--- config.mk ---
export PLATFORM = sky130hd
export DESIGN_NAME = uart_tx_flat
export DESIGN_NICKNAME = d
export VERILOG_FILES = /design/src/rtl/uart_tx_if.sv /design/src/rtl/uart_tx.sv /design/src/flat_wrapper.sv
export SDC_FILE = /design/constraint.sdc
export NUM_CORES = 1
export LEC_CHECK = 0
export CELL_PAD_IN_SITES_DETAIL_PLACEMENT = 1
export CELL_PAD_IN_SITES_GLOBAL_PLACEMENT = 1
export CORE_MARGIN = 1
export CORE_UTILIZATION = 25
export DETAILED_ROUTE_END_ITERATION = 8
export HOLD_SLACK_MARGIN = 0.03
export PLACE_DENSITY = 0.54
export SYNTH_ARGS = -nofsm -noshare
export SYNTH_HDL_FRONTEND = slang
export SYNTH_SLANG_ARGS = --single-unit
--- constraint.sdc ---
create_clock -name clk -period 3.1 [get_ports clk]
set_clock_uncertainty 0.15 [all_clocks]
set_input_delay 0.62 -clock clk [delete_from_list [all_inputs] [get_ports clk]]
set_output_delay 0.62 -clock clk [all_outputs]
set_load 0.01 [all_outputs]
--- src/rtl/uart_tx_if.sv ---
// Byte handshake between the upstream ring buffer and the UART transmit stage.
//   data_in_data   byte offered by upstream (DATA_WIDTH bits)
//   data_in_valid  upstream has a byte
//   data_in_ready  transmit stage accepts the byte this cycle
// Modports: master = upstream producer, slave = uart_tx.
interface uart_tx_if #(
    parameter int DATA_WIDTH = 8
);
    logic [DATA_WIDTH-1:0] data_in_data;
    logic                  data_in_valid;
    logic                  data_in_ready;

    modport master (
        output data_in_data,
        output data_in_valid,
        input  data_in_ready
    );

    modport slave (
        input  data_in_data,
        input  data_in_valid,
        output data_in_ready
    );
endinterface

--- src/rtl/uart_tx.sv ---
// Serial transmit stage: start bit, data LSB first, optional parity, stop bit(s).
// Back-pressures upstream while a frame is in flight; a byte offered on the
// final cycle of the final stop bit starts the next frame with no idle gap.
//   clk      clock, all state on posedge
//   rst      synchronous active-low reset
//   data_in  byte handshake (uart_tx_if slave modport)
//   tx       registered serial line, idles high
//   busy     registered, high while a frame is in flight
//
// state   | meaning
// --------+-----------------------------------------------
// S_IDLE  | line high, ready for a byte
// S_START | driving start bit (0)
// S_DATA  | driving shift register bit 0, idx = data bit
// S_PARITY| driving parity bit
// S_STOP  | driving stop bit(s) (1), idx = stop bit number
module uart_tx #(
    parameter int DATA_WIDTH   = 8,
    parameter int CLKS_PER_BIT = 868,
    parameter int PARITY       = 0,
    parameter int STOP_BITS    = 1
) (
    input  logic       clk,
    input  logic       rst,
    uart_tx_if.slave   data_in,
    output logic       tx,
    output logic       busy
);
    localparam int CW = $clog2(CLKS_PER_BIT);
    localparam int IW = (DATA_WIDTH > 1) ? $clog2(DATA_WIDTH) : 1;

    typedef enum logic [2:0] {
        S_IDLE   = 3'd0,
        S_START  = 3'd1,
        S_DATA   = 3'd2,
        S_PARITY = 3'd3,
        S_STOP   = 3'd4
    } state_t;

    state_t                state_q, state_d;
    logic [CW-1:0]         cnt_q, cnt_d;
    logic [IW-1:0]         idx_q, idx_d;
    logic [DATA_WIDTH-1:0] shreg_q, shreg_d;
    logic                  par_q, par_d;
    logic                  tx_d;
    logic                  wrap;
    logic                  ready_int;
    logic                  accept;

    assign wrap      = (cnt_q == CW'(CLKS_PER_BIT - 1));
    assign ready_int = (state_q == S_IDLE) ||
                       ((state_q == S_STOP) && (idx_q == IW'(STOP_BITS - 1)) && wrap);
    assign data_in.data_in_ready = rst && ready_int;
    assign accept = data_in.data_in_valid && data_in.data_in_ready;

    always_comb begin
        state_d = state_q;
        cnt_d   = wrap ? '0 : cnt_q + 1'b1;
        idx_d   = idx_q;
        shreg_d = shreg_q;
        par_d   = par_q;

        case (state_q)
            S_IDLE: begin
                cnt_d = '0;
            end
            S_START: begin
                if (wrap) begin
                    state_d = S_DATA;
                    idx_d   = '0;
                end
            end
            S_DATA: begin
                if (wrap) begin
                    shreg_d = shreg_q >> 1;
                    if (idx_q == IW'(DATA_WIDTH - 1)) begin
                        idx_d   = '0;
                        state_d = (PARITY != 0) ? S_PARITY : S_STOP;
                    end else begin
                        idx_d = idx_q + 1'b1;
                    end
                end
            end
            S_PARITY: begin
                if (wrap) begin
                    state_d = S_STOP;
                    idx_d   = '0;
                end
            end
            S_STOP: begin
                if (wrap) begin
                    if (idx_q == IW'(STOP_BITS - 1)) begin
                        state_d = S_IDLE;
                        idx_d   = '0;
                    end else begin
                        idx_d = idx_q + 1'b1;
                    end
                end
            end
            default: begin
                state_d = S_IDLE;
            end
        endcase

        // Accept overrides the stop-bit exit so frames chain without a gap.
        if (accept) begin
            state_d = S_START;
            cnt_d   = '0;
            idx_d   = '0;
            shreg_d = data_in.data_in_data;
            par_d   = (^data_in.data_in_data) ^ (PARITY == 1);
        end

        // tx is registered, so it is derived from the next state.
        case (state_d)
            S_START:  tx_d = 1'b0;
            S_DATA:   tx_d = shreg_d[0];
            S_PARITY: tx_d = par_d;
            default:  tx_d = 1'b1;
        endcase
    end

    always_ff @(posedge clk) begin
        if (!rst) begin
            state_q <= S_IDLE;
            cnt_q   <= '0;
            idx_q   <= '0;
            shreg_q <= '0;
            par_q   <= 1'b0;
            tx      <= 1'b1;
            busy    <= 1'b0;
        end else begin
            state_q <= state_d;
            cnt_q   <= cnt_d;
            idx_q   <= idx_d;
            shreg_q <= shreg_d;
            par_q   <= par_d;
            tx      <= tx_d;
            busy    <= (state_d != S_IDLE);
        end
    end
endmodule
--- src/flat_wrapper.sv ---
// flat-port wrapper written by rule: the top's interface ports become plain ports
module uart_tx_flat 
#(
    parameter int DATA_WIDTH   = 8,
    parameter int CLKS_PER_BIT = 868,
    parameter int PARITY       = 0,
    parameter int STOP_BITS    = 1
)
  (clk, rst, tx, busy, data_in_data_in_data, data_in_data_in_valid, data_in_data_in_ready);
  uart_tx_if #(.DATA_WIDTH(DATA_WIDTH)) data_in_i ();
  input  logic clk;
  input  logic rst;
  output logic tx;
  output logic busy;
  input wire logic [$bits(data_in_i.data_in_data)-1:0] data_in_data_in_data;
  input wire logic [$bits(data_in_i.data_in_valid)-1:0] data_in_data_in_valid;
  output wire logic [$bits(data_in_i.data_in_ready)-1:0] data_in_data_in_ready;
  assign data_in_i.data_in_data = data_in_data_in_data;
  assign data_in_i.data_in_valid = data_in_data_in_valid;
  assign data_in_data_in_ready = data_in_i.data_in_ready;
  uart_tx #(.DATA_WIDTH(DATA_WIDTH), .CLKS_PER_BIT(CLKS_PER_BIT), .PARITY(PARITY), .STOP_BITS(STOP_BITS)) u_core (.clk(clk), .rst(rst), .data_in(data_in_i), .tx(tx), .busy(busy));
endmodule
**After elaboration in Yosys (flattened, before gate mapping)**

Index checks and enable logic that the tools add are counted.

- Bitwise logic cells: 1
- Eq/ne operators: 12
- $add $sub $neg: 2
- Reduce and logical (&&, ||, !) cells: 17
- Mux-type cells: 19

Operators by type and width:

| cell | number |
|---|---|
| $mux W3 | 12 |
| $mux W8 | 3 |
| $pmux W3 S5 | 1 |
| $eq A3 B2 Y1 const B | 4 |
| $add A10 B1 Y10 const B | 1 |
| $eq A10 B10 Y1 const B | 1 |
| $pmux W3 S3 | 1 |
| $reduce_xor A8 Y1 | 1 |
| $eq A3 B1 Y1 const B | 2 |
| $eq A3 B3 Y1 const B | 2 |
| $logic_not A3 Y1 | 2 |
| $ne A2 B1 Y1 const B | 3 |
| $reduce_bool A3 Y1 | 2 |
| $logic_and A1 B1 Y1 | 4 |
| $reduce_and A4 Y1 | 1 |
| $reduce_bool A2 Y1 | 2 |
| $reduce_or A2 Y1 | 2 |
| $reduce_or A4 Y1 | 1 |
| $add A3 B1 Y3 const B | 1 |
| $pmux W1 S3 | 1 |
| $reduce_and A2 Y1 | 1 |
| $logic_or A1 B1 Y1 | 1 |
| $mux W1 | 1 |
| $not A1 Y1 | 1 |

- Register bits after elaboration: 27

**Logic depth before layout (Yosys ltp)**

- Depth in word-level cells: 9
- Depth in mapped cells: 8
- Gate-level depth less buffers: 7

**Worst setup path after synthesis**

OpenSTA, ideal clock, no wires.

- Kind: reg2out
- Start: register u_core.cnt_q[3]
- End: output port data_in_data_in_ready
- Data arrival time: 1.586 ns
- Data required time: 2.330 ns
- Path slack: 0.744 ns
- Cell stages (with the launch flop): 6
- Cell sequence: dfxtp_1 or3b_4 or3_1 buf_2 o21ai_0 and3_1

- Cells in the longest elaborated chain, start to end: 4

RTL lines:

| what | line | text |
|---|---|---|
| from (decl) | uart_tx.sv:41 | `logic [CW-1:0] cnt_q, cnt_d;` |
| from (signal assigned) | uart_tx.sv:134 | `cnt_q <= cnt_d;` |
| $eq A10 B10 Y1 | uart_tx.sv:50 | `assign wrap = (cnt_q == CW'(CLKS_PER_BIT - 1));` |
| $logic_and A1 B1 Y1 | uart_tx.sv:52 | `((state_q == S_STOP) && (idx_q == IW'(STOP_BITS - 1)) && wrap);` |
| $logic_or A1 B1 Y1 | uart_tx.sv:51 | `assign ready_int = (state_q == S_IDLE) \|\|` |
| $logic_and A1 B1 Y1 | uart_tx.sv:53 | `assign data_in.data_in_ready = rst && ready_int;` |
| to (decl) | flat_wrapper.sv:17 | `output wire logic [$bits(data_in_i.data_in_ready)-1:0] data_in_data_in_ready;` |

Every way passes these cells.

**Worst setup path in the final report**

Ends and elaborated chain as after synthesis.

==> results.md <==
* Outcome: finished, final reports clean
* Die W at 76.4 microns
* Ys async rst share at 0%
* Slew margin rel. at 71.9%
* TritonCTS clock tree: built
* Core Box Area at 5200 sq um
* Area grow syn2layout at 18.0%
* Worst slack at placement at 0.304 ns
* Crit Path Category: reg2out
* Minimum clock period at 2.81 ns
* Initial antenna violation count at 0
* Synth Instances at 150
* Crit start category: flop
* Ys Warns at 0
* CTS sink cnt at 27
* Vias at 1,089
* Final Hold Fails at 0
* Cell breakdown of the critical path: or3b_4, or3_1, o21ai_0, and3_1, dlygate4sd2_1
* Htree depth at 1
* Drt pass-1 iters at 4
* Die Y at 76.4 microns
* Crit. End Element: output port
* Final cycle utilization of the critical path at 90.6%
* RSZ-0062 raised after global routing: no
* Slew Viols, Final at 0
* Synth cell types at 42
* Skew-Pair Late Insertion Delay at 0.27 ns
* Final setup TNS at 0 ns
* Layout cells sized above 1 at 9.09%
* CP max FO at 4
* Starting Density at 26.6%
* Row Count at 26
* Residual DRC count at 0
* Number of global-route vias before repair at 1,150
* Max-cap violations at 0
* Syn_nets at 165
* Final setup margin at 0.291 ns
* Synthesized area at 1380 sq um
* Power Density at 398 nW/um^2
* Post-route insts no fill at 235
* Half-perimeter wire length after placement at 2240 microns
* First-pass GRT wire length at 5150 microns
* # IOs at 14
* Final WL at 2910 microns
* # diodes at 0
* Synth area leader: dfxtp_1
* Iter 0 DRT Violations at 29
* Fin Hold WS at 0.327 ns
* Post-synth top area share at 39.1%
* Final ANT Viol Nets at 0
* Gr usage total at 11.0%
* Worst hold path class: reg2reg
* Post-synthesis sequential area ratio at 39.1%
* Avg WL per Cell at 12.4 microns
* Maximum clock rate at 356 MHz
* Die area at 5830 sq um
* Worst path required time at 2.33 ns
* Synthesized area per cell at 9.22 sq um
* Dpl cells at 231
* CTS Buf Count at 3
* Number of synthesized flops with an enable pin at 0
* P_leak at 0.000561 uW
* Worst Tran Pin Value at 0.421 ns
* Largest net degree at the start of global routing at 23
* Final setup fails at 0
* Peak VDD IR at 133 uV
* Max Root-Sink Buffers at 2
* Ys flop type: dfxtp_1
* RePlAce Congestion at 0.721
* Slowest CP cell: or3b_4
* DR vias/cell at 4.63
* Largest cells by area after synthesis: dfxtp_1, xnor2_1, mux2i_1
* Port buffer count at 13
* CTS root buf: clkbuf_8
* Filler Cells Inserted at 629
* Critical path's largest stage delay at 0.44 ns
* CP arrival at 2.04 ns
* Clock Pin Slew Worst Setup and Hold Paths at 0.08 ns
* FF+latch count, synth at 27
* Total grt overflow at 0
* Total Nets Final at 181
[worst paths after layout]
path | from | endpoint | slack, ns | cells past startpoint
setup / recovery | u_core.cnt_q[3]$_SDFF_PP0_ | data_in_data_in_ready | 0.29 | 5
hold / removal | u_core.cnt_q[0]$_SDFF_PP0_ | u_core.cnt_q[0]$_SDFF_PP0_ | 0.33 | 1
setup reg to reg | u_core.cnt_q[3]$_SDFF_PP0_ | u_core.tx$_SDFF_PN1_ | 0.82 | 6
hold reg to reg | u_core.cnt_q[0]$_SDFF_PP0_ | u_core.cnt_q[0]$_SDFF_PP0_ | 0.33 | 1
[per-stage QoR]
| stage | cell area, sq um | power [uW] | utilization (%) |
|---|---|---|---|
| final | 1630 | 649 | 31.3 |
| after global routing | 1630 | 690 | 31.3 |
| after CTS | 1630 | 663 | 31.3 |
| after detailed placement | 1590 | 461 | 30.5 |
| after global placement | 1590 | 457 | 30.5 |
| after floorplan | 1380 | 427 | - |
[cell usage after synthesis, types with 2 or more instances]
| cell type | n |
|---|---|
| dfxtp_1 | 27 |
| nor2_1 | 17 |
| xnor2_1 | 12 |
| a21oi_1 | 10 |
| nand2_1 | 10 |
| mux2i_1 | 8 |
| o21ai_1 | 6 |
| ha_1 | 4 |
| inv_1 | 4 |
| nand3_1 | 4 |
| and3_1 | 3 |
| nand2b_1 | 3 |
| or3_1 | 3 |
| xor2_1 | 3 |
| and2_1 | 2 |
| buf_2 | 2 |
| buf_6 | 2 |
| nand3b_1 | 2 |
| nor2b_1 | 2 |
| nor3_1 | 2 |
| o21ai_0 | 2 |
| or3b_2 | 2 |
[where the power goes]
group / internal (uW) / switching, uW
Clock: 92.1 / 107
Combinational: 44.4 / 39.9
Sequential: 359 / 6.94
Total: 495 / 154
[worst max-delay path: cells and delay by family (launching register included)]
family                 cells  cell delay, ns
DFF                        1            0.35
and+or+nand+nor            3            1.02
buffers and inverters      1            0.26
AOI/OAI and AO/OA          1            0.15
[what timing repair did]
item	4_1_cts	5_1_grt
setup endpoints to repair	1	0
gates resized for setup	2	0
buffers inserted	0	0
hold buffers	0	0
[cell usage in the layout (no fill, tap or decap), types with 2 or more instances in the layout]
master	synthesis	layout
clkbuf_8	0	3
xor2_1	3	3
nor3_1	2	2
nand3_1	4	4
nand2b_1	3	3
mux2i_1	8	8
clkdlybuf4s50_1	0	12
xnor2_1	12	12
dfxtp_1	27	26
or3b_2	2	2
o21ai_0	2	2
inv_1	4	4
nor2b_1	2	2
a21oi_1	10	10
ha_1	4	4
or3_1	3	3
and3_1	3	3
buf_4	0	3
nor2_1	17	17
o21ai_1	6	6
nand3b_1	2	2
and2_1	2	2
nand2_1	10	10
[kinds of logic after synthesis]
family / share of synthesized area, %
and+or+nand+nor: 24.2
buffers and inverters: 3.71
xor gates and xnor gates: 9.50
muxes: 5.79
DFF: 39.1
AOI/OAI and AO/OA: 14.1
adders and majority gates: 3.62
[flip-flops by register name, indices dropped and copies added (netlist names)]
register / flops
u_core.idx_q: 3
u_core.cnt_q: 10
u_core.busy: 1
u_core.par_q: 1
u_core.tx: 1
u_core.shreg_q: 8
u_core.state_q: 3
[area by class of cell]
cell class	count	area (sq um)	area share [%]
multi-input cells	114	791	48.5
clock buffers	4	45.0	2.76
flip-flops and latches	27	542	33.2
inverters	4	15.0	0.920
repair buffers	16	151	9.28
well taps	70	87.6	5.37
[layer usage]
layer  vias to the layer above  wire length [microns]  GRT usage [%]
met5                         -                      0              0
met4                         0                     60           5.77
met3                         5                     72           1.92
met2                        13                   1400           19.1
met1                       515                   1380           13.0
li1                        556                      -              -
(Power assumes the default switching activity.)
